**src/rtl/uart_receiver.sv**
```systemverilog
// uart_receiver: serial-to-parallel UART receive stage.
// Synchronises rx line, samples mid-bit, checks stop bit.
// Ports:
//   i_clk, i_rst      clock, sync active-high reset
//   i_rx_serial       async serial line, idle high
//   o_rx_dv           1-cycle strobe, o_rx_byte valid
//   o_rx_byte         last good byte, held
//   o_rx_busy         frame in progress
//   o_frame_err       1-cycle strobe, stop bit low
//   o_parity_err      1-cycle strobe with o_rx_dv
// Optional: UART_RX_PARITY_EN adds one even-parity bit.
module uart_receiver #(
  parameter int CLKS_PER_BIT = 87,
  parameter bit MSB_FIRST    = 1'b1
) (
  input  logic       i_clk,
  input  logic       i_rst,
  input  logic       i_rx_serial,
  output logic       o_rx_dv,
  output logic [7:0] o_rx_byte,
  output logic       o_rx_busy,
  output logic       o_frame_err,
  output logic       o_parity_err
);

  localparam int CW = (CLKS_PER_BIT > 1) ?
    $clog2(CLKS_PER_BIT) : 1;
  localparam logic [CW-1:0] HALF =
    CW'(CLKS_PER_BIT / 2 - 1);
  localparam logic [CW-1:0] FULL =
    CW'(CLKS_PER_BIT - 1);

  typedef enum logic [2:0] {
    IDLE,
    START,
    DATA,
    PARITY,
    STOP,
    BREAK
  } state_t;

  state_t        state, state_n;
  logic [CW-1:0] cnt, cnt_n;
  logic [2:0]    idx, idx_n;
  logic [7:0]    shift, shift_n;
  logic [7:0]    rx_byte, byte_n;
  logic          dv, dv_n;
  logic          ferr, ferr_n;
  logic          rx_meta, rx_sync;
  logic          mid, full;
  logic [7:0]    shift_in;

  always_ff @(posedge i_clk) begin
    if (i_rst) begin
      rx_meta <= 1'b1;
      rx_sync <= 1'b1;
    end else begin
      rx_meta <= i_rx_serial;
      rx_sync <= rx_meta;
    end
  end

`ifdef UART_RX_PARITY_EN
  logic pbad, pbad_n;
  logic perr, perr_n;
`endif

  always_ff @(posedge i_clk) begin
    if (i_rst) begin
      state   <= IDLE;
      cnt     <= '0;
      idx     <= '0;
      shift   <= '0;
      rx_byte <= '0;
      dv      <= 1'b0;
      ferr    <= 1'b0;
`ifdef UART_RX_PARITY_EN
      pbad    <= 1'b0;
      perr    <= 1'b0;
`endif
    end else begin
      state   <= state_n;
      cnt     <= cnt_n;
      idx     <= idx_n;
      shift   <= shift_n;
      rx_byte <= byte_n;
      dv      <= dv_n;
      ferr    <= ferr_n;
`ifdef UART_RX_PARITY_EN
      pbad    <= pbad_n;
      perr    <= perr_n;
`endif
    end
  end

  assign mid  = (cnt == HALF);
  assign full = (cnt == FULL);
  assign shift_in = MSB_FIRST ?
    {shift[6:0], rx_sync} :
    {rx_sync, shift[7:1]};

  always_comb begin
    state_n = state;
    cnt_n   = cnt;
    idx_n   = idx;
    shift_n = shift;
    byte_n  = rx_byte;
    dv_n    = 1'b0;
    ferr_n  = 1'b0;
`ifdef UART_RX_PARITY_EN
    pbad_n  = pbad;
    perr_n  = 1'b0;
`endif
    unique case (state)
      IDLE: begin
        if (!rx_sync) begin
          state_n = START;
          cnt_n   = '0;
        end
      end
      START: begin
        if (mid) begin
          cnt_n = '0;
          idx_n = '0;
          // still low at mid-start: real start bit
          state_n = rx_sync ? IDLE : DATA;
        end else begin
          cnt_n = cnt + 1'b1;
        end
      end
      DATA: begin
        if (full) begin
          cnt_n   = '0;
          shift_n = shift_in;
          if (idx == 3'd7) begin
`ifdef UART_RX_PARITY_EN
            state_n = PARITY;
`else
            state_n = STOP;
`endif
          end else begin
            idx_n = idx + 3'd1;
          end
        end else begin
          cnt_n = cnt + 1'b1;
        end
      end
      PARITY: begin
        if (full) begin
          cnt_n   = '0;
          state_n = STOP;
`ifdef UART_RX_PARITY_EN
          pbad_n  = rx_sync ^ (^shift);
`endif
        end else begin
          cnt_n = cnt + 1'b1;
        end
      end
      STOP: begin
        // leave at mid-stop so a following
        // start bit is not missed
        if (full) begin
          cnt_n = '0;
          if (rx_sync) begin
            byte_n  = shift;
            dv_n    = 1'b1;
            state_n = IDLE;
`ifdef UART_RX_PARITY_EN
            perr_n  = pbad;
`endif
          end else begin
            ferr_n  = 1'b1;
            state_n = BREAK;
          end
        end else begin
          cnt_n = cnt + 1'b1;
        end
      end
      BREAK: begin
        if (rx_sync) state_n = IDLE;
      end
      default: state_n = IDLE;
    endcase
  end

  assign o_rx_dv     = dv;
  assign o_rx_byte   = rx_byte;
  assign o_rx_busy   = (state != IDLE);
  assign o_frame_err = ferr;
`ifdef UART_RX_PARITY_EN
  assign o_parity_err = perr;
`else
  assign o_parity_err = 1'b0;
`endif

endmodule

```
**config.mk**
```make
export PLATFORM = sky130hd
export DESIGN_NAME = uart_receiver
export DESIGN_NICKNAME = d
export VERILOG_FILES = /design/src/rtl/uart_receiver.sv
export SDC_FILE = /design/constraint.sdc
export NUM_CORES = 1
export LEC_CHECK = 0
export CELL_PAD_IN_SITES_DETAIL_PLACEMENT = 1
export CELL_PAD_IN_SITES_GLOBAL_PLACEMENT = 1
export CORE_MARGIN = 2
export CORE_UTILIZATION = 39
export DETAILED_ROUTE_END_ITERATION = 8
export GPL_ROUTABILITY_DRIVEN = 1
export HOLD_SLACK_MARGIN = 0.03
export PLACE_DENSITY_LB_ADDON = 0.1
export SYNTH_ARGS = -nofsm -noshare
export SYNTH_HDL_FRONTEND = slang
export SYNTH_SLANG_ARGS = --single-unit
```
**constraint.sdc**
```tcl
create_clock -name i_clk -period 1.93 [get_ports i_clk]
set_clock_uncertainty 0.15 [all_clocks]
set_input_delay 0.386 -clock i_clk [delete_from_list [all_inputs] [get_ports i_clk]]
set_output_delay 0.386 -clock i_clk [all_outputs]
set_load 0.05 [all_outputs]
```
==> results.cfg <==
[logic_synthesis]
synth_top_cell_by_area = dfxtp_1
syn_inst = 162
ys_ff_latch = 33
synthTopCellsByCount = dfxtp_1 (33), nor2_1 (29), mux2i_1 (21), nand2b_1 (7), nand4_1 (7)
synth-seq-area-share_pct = 43.07
syn_area_per_cell_um2 = 9.469
synth_top_area_share_pct = 43.07
synth-edff-count = 0
async_flop_share_pct = 0
synth.most_common_cell = dfxtp_1
ys_types = 39
yosysWarningCount = 0
synthesis.nets = 169
synth_flop_cell = dfxtp_1
synth_area_um2 = 1534
yosys-top-cells-area = dfxtp_1 (43%), mux2i_1 (14%), nor2_1 (7.1%)

[status]
status = finished clean

[global_routing]
grt.total_usage_pct = 17.74
grt_overflow = 0
antenna_found_initial = 0
grt_max_degree = 18
grt_pass1_vias = 1256
grt_pass1_wl_um = 5913

[cts]
clkSinkCount = 33
htreeDepth = 2
cts_buffers = 5
clkSlewWorstSetupHoldPaths_ns = 0.06
cts_buffer_depth = 2
cts_tree = built
root_buffer = clkbuf_8
insertion_delay_ns = 0.28

[finish]
n_antenna_cell = 0
final_cells = 233
nets = 192
layout-drive-gt1-share_pct = 26.49
register_area_um2 = 668.1
area_delta_synth_final_pct = 23.82
multi_input_area_um2 = 857.1
fillers = 431

[worst_setup_path]
startpoint_type = flop
cp-end-kind = primary output
cp_data_arrival_time_ns = 1.34
worstPathCellList = buf_4 -> or3_1 -> buf_6
cp-startpoint = state[1]
cp_max_fo = 10
path_class = reg2out
critPathSlowestCell = dfxtp_1
crit_required_ns = 1.39
rr_startpoint = cnt[0]
critical-path-max-stage-delay_ns = 0.36

[placement]
post-dp-hpwl_um = 2437
portBuffers = 13
dp.cells = 225
finalWeightedCongestion = 0.8627
pre_cts_ws_ns = -0.02117

[timing]
timing.final.ws_setup_ns = 0.05209
maxSlewViolCount = 0
finalSetupViolations = 0
period_needed_ns = 1.878
max_freq_mhz = 532.5
fin_crit_sh_pct = 97.30
hold_viol = 0
finalSetupTns_ns = 0

[detailed_routing]
dr.pass1.iters = 4
drcViolationCount = 0
routed-via-count = 1214
ant_nets = 0
viasPerCell = 5.210
wirelength_um = 3331
drt_iter0_markers = 36
wl_per_cell_um = 14.30

[floorplan]
core_um2 = 3716
dieArea_um2 = 4451
die_x_um = 66.72
die_height_um = 66.72
rows = 22
io_pins = 15
start_util_pct = 41.28

[worst_hold_path]
holdCritPathClass = reg2reg
holdCritStartpoint = rx_meta

[job]
max_cap_violations = 0

[power]
ir_worst_vdd_mv = 0.4626
p_per_area_nw_per_um2 = 859.8
power_leakage_nw = 0.7760
power_mw = 1.633
layer usage:
metal  share of wire, %  GRT usage [%]
met4                1.4          6.888
met2                 51          28.75
met5                  0              0
met1                 44          21.73
met3                3.4          5.743
worst paths after layout:
path | slack [ns] | to | cells past startpoint
hold reg to reg | 0.27 | rx_sync | 1
setup reg to reg | 0.08 | idx[2] | 7
hold / removal | 0.27 | rx_sync | 1
setup / recovery | 0.05 | o_rx_busy | 3
critical path: cells and delay by family, from the launching register on:
family / cells / cell delay [ns]
buffers and inverters: 2 / 0.34
flip-flops: 1 / 0.36
AND/OR/NAND/NOR: 1 / 0.36
power breakdown:
group          total [mW]  switching [mW]  internal (mW)
logic               0.366           0.194          0.171
registers           0.756          0.0420          0.714
clock network       0.512           0.230          0.281
total                1.63           0.467           1.17
logic make-up after synthesis:
| group | count (synthesis) | synth area share [%] |
|---|---|---|
| DFF | 33 | 43.07 |
| xor gates and xnor gates | 5 | 2.855 |
| muxes | 21 | 13.70 |
| and+or+nand+nor | 71 | 25.94 |
| other | 1 | 0.2445 |
| adders and majority gates | 4 | 3.263 |
| buffers and inverters | 12 | 3.915 |
| AOI/OAI and AO/OA | 15 | 7.015 |
placed cells by master, fill, tap and decap left out, types with 2 or more instances in the layout:
cell type,instances
a21oi_1,2
and2_1,3
and4_1,2
buf_4,22
clkbuf_8,6
clkdlybuf4s50_1,2
dfxtp_1,29
dfxtp_2,3
ha_1,3
mux2i_1,21
nand2_1,4
nand2b_1,7
nand3_1,2
nand4_1,7
nand4b_1,3
nor2_1,29
o21ai_0,5
or2_2,2
or3_1,3
xor2_1,4
final cells by class:
cell class              instances  area share (%)
inverters                       2          0.3953
repair buffers                 26           11.40
clock buffers                   6           4.348
multi-input cells             117           45.13
flip-flops and latches         33           35.18
well taps                      48           3.162
clock inverters                 1          0.3953
flip-flops by register name, indices dropped and copies added (netlist names):
| name | count |
|---|---|
| cnt | 7 |
| idx | 3 |
| o_frame_err | 1 |
| o_rx_byte | 8 |
| o_rx_dv | 1 |
| rx_meta | 1 |
| rx_sync | 1 |
| shift | 8 |
| state | 3 |
per-stage QoR:
step                      util, %  area [um2]  hold WS, ns
final                       51.11        1899       0.2668
after global routing        51.11        1899       0.2968
after CTS                   49.63        1844       0.2700
after detailed placement    47.00        1747       0.2501
after global placement      47.00        1747       0.2541
after floorplan                 -        1534       0.2395
repair_timing:
| action | CTS | global route |
|---|---|---|
| buffers inserted | 0 | 1 |
| endpoints found under the setup margin | 11 | 13 |
| endpoints found under the hold margin | 0 | 0 |
| hold buffers | 0 | 0 |
| gates resized for setup | 2 | 13 |
No activity file was read; power rests on OpenSTA's default activity.
